$ cat src/rtl/aes_pkg.sv
// Shared AES definitions for the forward and inverse key schedules.
// Contents:
//   AES_KEY_W / AES_NR : AES-128 key width and round count
//   ks_state_e         : key-schedule FSM states (IDLE, EXPAND, DONE)
//   sbox(b)            : forward S-box lookup, one byte
//   rcon(r)            : round constant byte for rounds 1..10 (0 otherwise)
package aes_pkg;

  localparam int AES_KEY_W = 128;
  localparam int AES_NR    = 10;

  typedef enum logic [1:0] {
    ST_IDLE   = 2'd0,
    ST_EXPAND = 2'd1,
    ST_DONE   = 2'd2
  } ks_state_e;

  // Forward S-box, entry 0 in the most significant byte, one row of 16 per line.
  localparam logic [2047:0] SBOX_TABLE = {
    128'h637c777bf26b6fc53001672bfed7ab76,
    128'hca82c97dfa5947f0add4a2af9ca472c0,
    128'hb7fd9326363ff7cc34a5e5f171d83115,
    128'h04c723c31896059a071280e2eb27b275,
    128'h09832c1a1b6e5aa0523bd6b329e32f84,
    128'h53d100ed20fcb15b6acbbe394a4c58cf,
    128'hd0efaafb434d338545f9027f503c9fa8,
    128'h51a3408f929d38f5bcb6da2110fff3d2,
    128'hcd0c13ec5f974417c4a77e3d645d1973,
    128'h60814fdc222a908846eeb814de5e0bdb,
    128'he0323a0a4906245cc2d3ac629195e479,
    128'he7c8376d8dd54ea96c56f4ea657aae08,
    128'hba78252e1ca6b4c6e8dd741f4bbd8b8a,
    128'h703eb5664803f60e613557b986c11d9e,
    128'he1f8981169d98e949b1e87e9ce5528df,
    128'h8ca1890dbfe6426841992d0fb054bb16
  };

  function automatic logic [7:0] sbox(input logic [7:0] b);
    return SBOX_TABLE[(255 - int'(b)) * 8 +: 8];
  endfunction

  function automatic logic [7:0] rcon(input logic [3:0] r);
    logic [7:0] rc;
    case (r)
      4'd1:    rc = 8'h01;
      4'd2:    rc = 8'h02;
      4'd3:    rc = 8'h04;
      4'd4:    rc = 8'h08;
      4'd5:    rc = 8'h10;
      4'd6:    rc = 8'h20;
      4'd7:    rc = 8'h40;
      4'd8:    rc = 8'h80;
      4'd9:    rc = 8'h1b;
      4'd10:   rc = 8'h36;
      default: rc = 8'h00;
    endcase
    return rc;
  endfunction

endpackage

$ cat src/rtl/aes_inv_key_step.sv
// One backwards step of the AES-128 key expansion (combinational).
// Ports:
//   key_in  [127:0] : round key i, {w0,w1,w2,w3}, w0 in [127:96]
//   round   [3:0]   : i, selects the round constant (1..10)
//   key_out [127:0] : round key i-1
module aes_inv_key_step
  import aes_pkg::*;
(
  input  logic [AES_KEY_W-1:0] key_in,
  input  logic [3:0]           round,
  output logic [AES_KEY_W-1:0] key_out
);

  logic [31:0] w0, w1, w2, w3;
  logic [31:0] p0, p1, p2, p3;
  logic [31:0] rot_w, sub_w;

  assign {w0, w1, w2, w3} = key_in;

  // Words 1..3 of the previous key fall out of adjacent XORs of this key.
  assign p3 = w3 ^ w2;
  assign p2 = w2 ^ w1;
  assign p1 = w1 ^ w0;

  // Word 0 needs the recovered previous word 3 pushed through RotWord/SubWord.
  assign rot_w = {p3[23:0], p3[31:24]};
  assign sub_w = {sbox(rot_w[31:24]), sbox(rot_w[23:16]),
                  sbox(rot_w[15:8]),  sbox(rot_w[7:0])};
  assign p0    = w0 ^ sub_w ^ {rcon(round), 24'h0};

  assign key_out = {p0, p1, p2, p3};

endmodule

$ cat src/rtl/aes_inv_key_sched.sv
// AES-128 inverse key schedule. Loads the final round key, regenerates round
// keys NR-1 down to 0 at one round per clock, stores all NR+1 keys and serves
// them by index through a registered read port.
// Ports:
//   clk              : rising-edge clock
//   rest             : asynchronous active-low reset
//   start            : one-cycle pulse, accepted in IDLE or DONE
//   last_key [127:0] : final round key, w0 in [127:96]
//   rd_round [3:0]   : round key index to read
//   rd_key   [127:0] : registered key for rd_round, 0 when not valid
//   busy             : expansion in progress
//   done             : all keys stored, held until next start or reset
module aes_inv_key_sched
  import aes_pkg::*;
#(
  parameter int NR = AES_NR
) (
  input  logic                 clk,
  input  logic                 rest,
  input  logic                 start,
  input  logic [AES_KEY_W-1:0] last_key,
  input  logic [3:0]           rd_round,
  output logic [AES_KEY_W-1:0] rd_key,
  output logic                 busy,
  output logic                 done
);

  localparam int RND_W = 4;
  localparam logic [RND_W-1:0] LAST_RND = RND_W'(NR);

  ks_state_e             state_q, state_d;
  logic [RND_W-1:0]      rnd_q, rnd_d;
  logic [AES_KEY_W-1:0]  cur_key_q, cur_key_d;
  logic                  busy_q, busy_d;
  logic                  done_q, done_d;
  logic [AES_KEY_W-1:0]  rd_key_q, rd_key_d;

  logic [AES_KEY_W-1:0]  keys_q [NR+1];

  logic                  wr_en;
  logic [RND_W-1:0]      wr_idx;
  logic [AES_KEY_W-1:0]  wr_data;
  logic [AES_KEY_W-1:0]  step_key;

  aes_inv_key_step u_step (
    .key_in  (cur_key_q),
    .round   (rnd_q),
    .key_out (step_key)
  );

  always_comb begin
    state_d   = state_q;
    rnd_d     = rnd_q;
    cur_key_d = cur_key_q;
    busy_d    = busy_q;
    done_d    = done_q;
    wr_en     = 1'b0;
    wr_idx    = '0;
    wr_data   = step_key;
    case (state_q)
      ST_IDLE, ST_DONE: begin
        if (start) begin
          state_d   = ST_EXPAND;
          cur_key_d = last_key;
          rnd_d     = LAST_RND;
          busy_d    = 1'b1;
          done_d    = 1'b0;
          wr_en     = 1'b1;
          wr_idx    = LAST_RND;
          wr_data   = last_key;
        end
      end
      ST_EXPAND: begin
        // start is deliberately not looked at here: a running expansion
        // always completes.
        cur_key_d = step_key;
        rnd_d     = rnd_q - 4'd1;
        wr_en     = 1'b1;
        wr_idx    = rnd_q - 4'd1;
        if (rnd_q == 4'd1) begin
          state_d = ST_DONE;
          busy_d  = 1'b0;
          done_d  = 1'b1;
        end
      end
      default: state_d = ST_IDLE;
    endcase
  end

  // Reads are gated by done, so a partial or aborted store is never exposed.
  always_comb begin
    rd_key_d = '0;
    if (done_q && (rd_round <= LAST_RND)) begin
      rd_key_d = keys_q[rd_round];
    end
  end

  always_ff @(posedge clk or negedge rest) begin
    if (!rest) begin
      state_q   <= ST_IDLE;
      rnd_q     <= '0;
      cur_key_q <= '0;
      busy_q    <= 1'b0;
      done_q    <= 1'b0;
      rd_key_q  <= '0;
    end else begin
      state_q   <= state_d;
      rnd_q     <= rnd_d;
      cur_key_q <= cur_key_d;
      busy_q    <= busy_d;
      done_q    <= done_d;
      rd_key_q  <= rd_key_d;
    end
  end

  // Key store carries no reset; its contents only matter once done is set.
  always_ff @(posedge clk) begin
    if (wr_en) begin
      keys_q[wr_idx] <= wr_data;
    end
  end

  assign rd_key = rd_key_q;
  assign busy   = busy_q;
  assign done   = done_q;

endmodule
$ cat config.mk
export PLATFORM = sky130hd
export DESIGN_NAME = aes_inv_key_sched
export DESIGN_NICKNAME = d
export VERILOG_FILES = /design/src/rtl/aes_pkg.sv /design/src/rtl/aes_inv_key_step.sv /design/src/rtl/aes_inv_key_sched.sv
export SDC_FILE = /design/constraint.sdc
export NUM_CORES = 2
export LEC_CHECK = 0
export CAP_MARGIN = 5
export CORE_UTILIZATION = 37
export CTS_CLUSTER_DIAMETER = 30
export DETAILED_ROUTE_END_ITERATION = 6
export GPL_TIMING_DRIVEN = 1
export HOLD_SLACK_MARGIN = 0.05
export REMOVE_ABC_BUFFERS = 1
export SYNTH_ARGS = -nofsm -noshare
export SYNTH_HDL_FRONTEND = slang
export SYNTH_SLANG_ARGS = --single-unit
$ cat constraint.sdc
create_clock -name clk -period 11.8 [get_ports clk]
set_clock_uncertainty 0.05 [all_clocks]
set_input_delay 2.95 -clock clk [delete_from_list [all_inputs] [get_ports clk]]
set_output_delay 2.95 -clock clk [all_outputs]
set_load 0.05 [all_outputs]
==> insert_results.sql <==
INSERT INTO impl_metrics (metric_group, metric, value, unit) VALUES
('critical_path', 'critical_path_required', '12200', 'ps'),
('placement', 'place.detailed.hpwl', '154', 'mm'),
('synth', 'biggest_area_consumer_among_synthesized_cells', 'sky130_fd_sc_hd__edfxtp_1', ''),
('clock_network', 'tritoncts.num_buffers', '354', ''),
('synth', 'synth_seq_cells', '1672', ''),
('routing', 'dr.first_iter.drc_count', '6160', ''),
('routing', 'drcViolationCount', '76', ''),
('timing', 'finalSetupViolations', '0', ''),
('synth', 'proportion_of_register_bits_with_asynchronous_set_or_reset_after_synthesis', '15.8', '%'),
('timing', 'fin_ws', '5570', 'ps'),
('finish', 'final_cell_mix', 'sky130_fd_sc_hd__edfxtp_1 (1408), sky130_fd_sc_hd__nor2_1 (463), sky130_fd_sc_hd__a21oi_1 (367)', ''),
('grt', 'antenna_violations_before_repair', '8', ''),
('routing', 'first_pass_iteration_count_of_the_detailed_router', '7', ''),
('die', 'core', '212000', 'sq um'),
('critical_path', 'crit_family', 'buffers and inverters', ''),
('clock_network', 'clock_sinks', '1672', ''),
('routing', 'num_vias', '55900', ''),
('die', 'dieArea', '215000', 'sq um'),
('synth', 'synth_area_leaders', 'sky130_fd_sc_hd__edfxtp_1 (53%), sky130_fd_sc_hd__dfrtp_1 (8.4%), sky130_fd_sc_hd__mux4_2 (8.0%)', ''),
('timing', 'actual_transition_at_the_worst_max_transition_pin', '1520', 'ps'),
('hold_path', 'hold_path.startpoint', 'busy', ''),
('synth', 'synthesis.yosys.warnings', '0', ''),
('timing', 'post-route-min-period', '6230', 'ps'),
('placement', 'placement.io_buffers', '264', ''),
('hold_path', 'timing.hold.worst.class', 'flip-flop to flip-flop', ''),
('clock_network', 'insertion_delay', '960', 'ps'),
('clock_network', 'deepest_clock_path_buffer_count', '4', ''),
('outcome', 'failing_checks', 'DRC, slew limit', ''),
('synth', 'synth_cell_area', '79000', 'sq um'),
('synth', 'ys_types', '91', ''),
('routing', 'postRouteAntennaNets', '0', ''),
('synth', 'postSynth.topFlopCell', 'sky130_fd_sc_hd__edfxtp_1', ''),
('grt', 'first_global_vias', '55200', ''),
('run', 'maxcap_viol_count', '0', ''),
('routing', 'drt_wl_total', '262', 'mm'),
('routing', 'drt-vias-per-instance', '6.00', ''),
('grt', 'aggregate_global_routing_overflow', '0', ''),
('die', 'row_count', '169', ''),
('finish', 'most_common_library_cell_in_the_layout_ignoring_fill_and_taps', 'sky130_fd_sc_hd__edfxtp_1', ''),
('grt', 'groute.usage.overall', '23.8', '%'),
('clock_network', 'clock-root-buffer', 'sky130_fd_sc_hd__clkbuf_16', ''),
('critical_path', 'crit_arrival', '6630', 'ps'),
('critical_path', 'critical_path.cell_chain', 'clkdlybuf4s50_1, nor2b_4, buf_4, buf_4, buf_4, o21ai_0', ''),
('synth', 'synth.top_cell.area_share', '53.5', '%'),
('outcome', 'run_status', 'finished with violations', ''),
('clock_network', 'clock_tree.htree_level_count', '5', ''),
('synth', 'syn_inst', '5952', ''),
('timing', 'unrepaired_setup_endpoints_after_global_routing', 'false', ''),
('die', 'ios', '265', ''),
('timing', 'layout_worst_path_cycle_share', '52.8', '%'),
('timing', 'timing.fmax', '0.161', 'GHz'),
('synth', 'synth-edff-count', '1408', ''),
('timing', 'slew_headroom', '-1.52', '%'),
('clock_network', 'postCtsSetupBuffers', '0', ''),
('critical_path', 'reg2reg_from', 'cur_key_q[56]', ''),
('clock_network', 'holdBufCountCts', '0', ''),
('critical_path', 'r2r.worst_path.cells', '14', ''),
('die', 'vertical_die_dimension', '464', 'um'),
('die', 'chipWidth', '464', 'um'),
('timing', 'finalMaxSlewViolations', '22', ''),
('critical_path', 'worst_setup_path_category', 'input pin to flip-flop', ''),
('critical_path', 'cp-start-kind', 'input pin', ''),
('clock_network', 'cts_repair_resize_count', '0', ''),
('critical_path', 'path_max_fanout', '84', ''),
('hold_path', 'timing.hold.worst_path_depth', '1', ''),
('placement', 'place_worst_setup_slack', '4660', 'ps'),
('clock_network', 'clkSlewWorstSetupHoldPaths', '50', 'ps'),
('finish', 'layout-drive-gt1-share', '17.1', '%'),
('critical_path', 'timing.critical_path.mode_cell', 'sky130_fd_sc_hd__buf_4', ''),
('finish', 'nets', '6398', ''),
('grt', 'first_pass_grt_wire_length', '383', 'mm');
synthesized netlist by cell type, types with 22 or more instances:
cell type                     n
sky130_fd_sc_hd__a211oi_1   324
sky130_fd_sc_hd__a21oi_1    367
sky130_fd_sc_hd__a221o_1     50
sky130_fd_sc_hd__a221oi_1    40
sky130_fd_sc_hd__a311oi_1    58
sky130_fd_sc_hd__a31oi_1     53
sky130_fd_sc_hd__and3_1      23
sky130_fd_sc_hd__buf_1       70
sky130_fd_sc_hd__buf_2      111
sky130_fd_sc_hd__clkbuf_1   319
sky130_fd_sc_hd__dfrtp_1    264
sky130_fd_sc_hd__edfxtp_1  1408
sky130_fd_sc_hd__ha_1        58
sky130_fd_sc_hd__inv_1       60
sky130_fd_sc_hd__mux2i_1    155
sky130_fd_sc_hd__mux4_2     279
sky130_fd_sc_hd__nand2_1    349
sky130_fd_sc_hd__nand2b_1    28
sky130_fd_sc_hd__nand3_1    140
sky130_fd_sc_hd__nand3b_1    36
sky130_fd_sc_hd__nor2_1     470
sky130_fd_sc_hd__nor2b_1    135
sky130_fd_sc_hd__nor3_1     102
sky130_fd_sc_hd__o211ai_1    67
sky130_fd_sc_hd__o21ai_0    341
sky130_fd_sc_hd__o221ai_1    22
sky130_fd_sc_hd__o22ai_1     24
sky130_fd_sc_hd__o311ai_0    59
sky130_fd_sc_hd__o31ai_1     36
sky130_fd_sc_hd__xnor2_1    123
sky130_fd_sc_hd__xor2_1      36
metal layers:
metal	wire [um]	vias to the layer above	GRT usage [%]
met4	10500	0	10.1
met3	21800	487	4.81
met1	106000	28500	31.6
met5	0	-	0
met2	124000	2872	38.0
li1	-	24100	-
state kept, by name, summed over array words and instances, names as in the netlist:
name       cells
busy           1
rd_key       128
cur_key_q    128
done           1
rnd_q          4
keys_q      1408
state_q        2
how the worst max path moves through the flow:
| stage | startpoint | endpoint | cells after the start |
|---|---|---|---|
| global placement | start | keys_q[4][6] | 7 |
| floorplan | start | keys_q[9][0] | 3 |
| global route | start | keys_q[8][42] | 6 |
| finish | start | keys_q[8][42] | 6 |
| detailed placement | start | keys_q[0][90] | 6 |
| CTS | start | keys_q[7][16] | 7 |
through the flow:
step	hold slack, ps	area, sq um	utilization [%]	instances	setup TNS (ps)
6_report	443	96700	45.6	9313	0
5_1_grt	481	96700	45.6	9311	0
4_1_cts	447	96700	45.6	9303	0
3_5_place_dp	433	84700	40.0	8666	0
3_3_place_gp	430	84700	40.0	8666	0
2_1_floorplan	435	76700	-	5422	-9498580
cells by family (layout without fill, tap and decap cells):
family	Yosys count	count (layout)	share of synthesized area (%)
DFF	1672	1672	61.9
AOI/OAI and AO/OA	1653	1653	14.1
and+or+nand+nor	1365	1365	7.92
buffers and inverters	596	1130	3.21
muxes	440	440	10.0
xor gates and xnor gates	168	168	1.96
adders and majority gates	58	58	0.918
other	0	6	0
final cells by class:
| cell class | count | area [sq um] |
|---|---|---|
| Antenna cell | 6 | 15.0 |
| Clock buffer | 430 | 9480 |
| Clock inverter | 207 | 2470 |
| Fill cell | 18600 | 115000 |
| Inverter | 66 | 248 |
| Multi-Input combinational cell | 3684 | 28100 |
| Sequential cell | 1672 | 48900 |
| Tap cell | 2821 | 3530 |
| Timing Repair Buffer | 427 | 3990 |
Power is not shown: default switching activity piles up to over one toggle a cycle in this logic, so the estimate is an artifact.
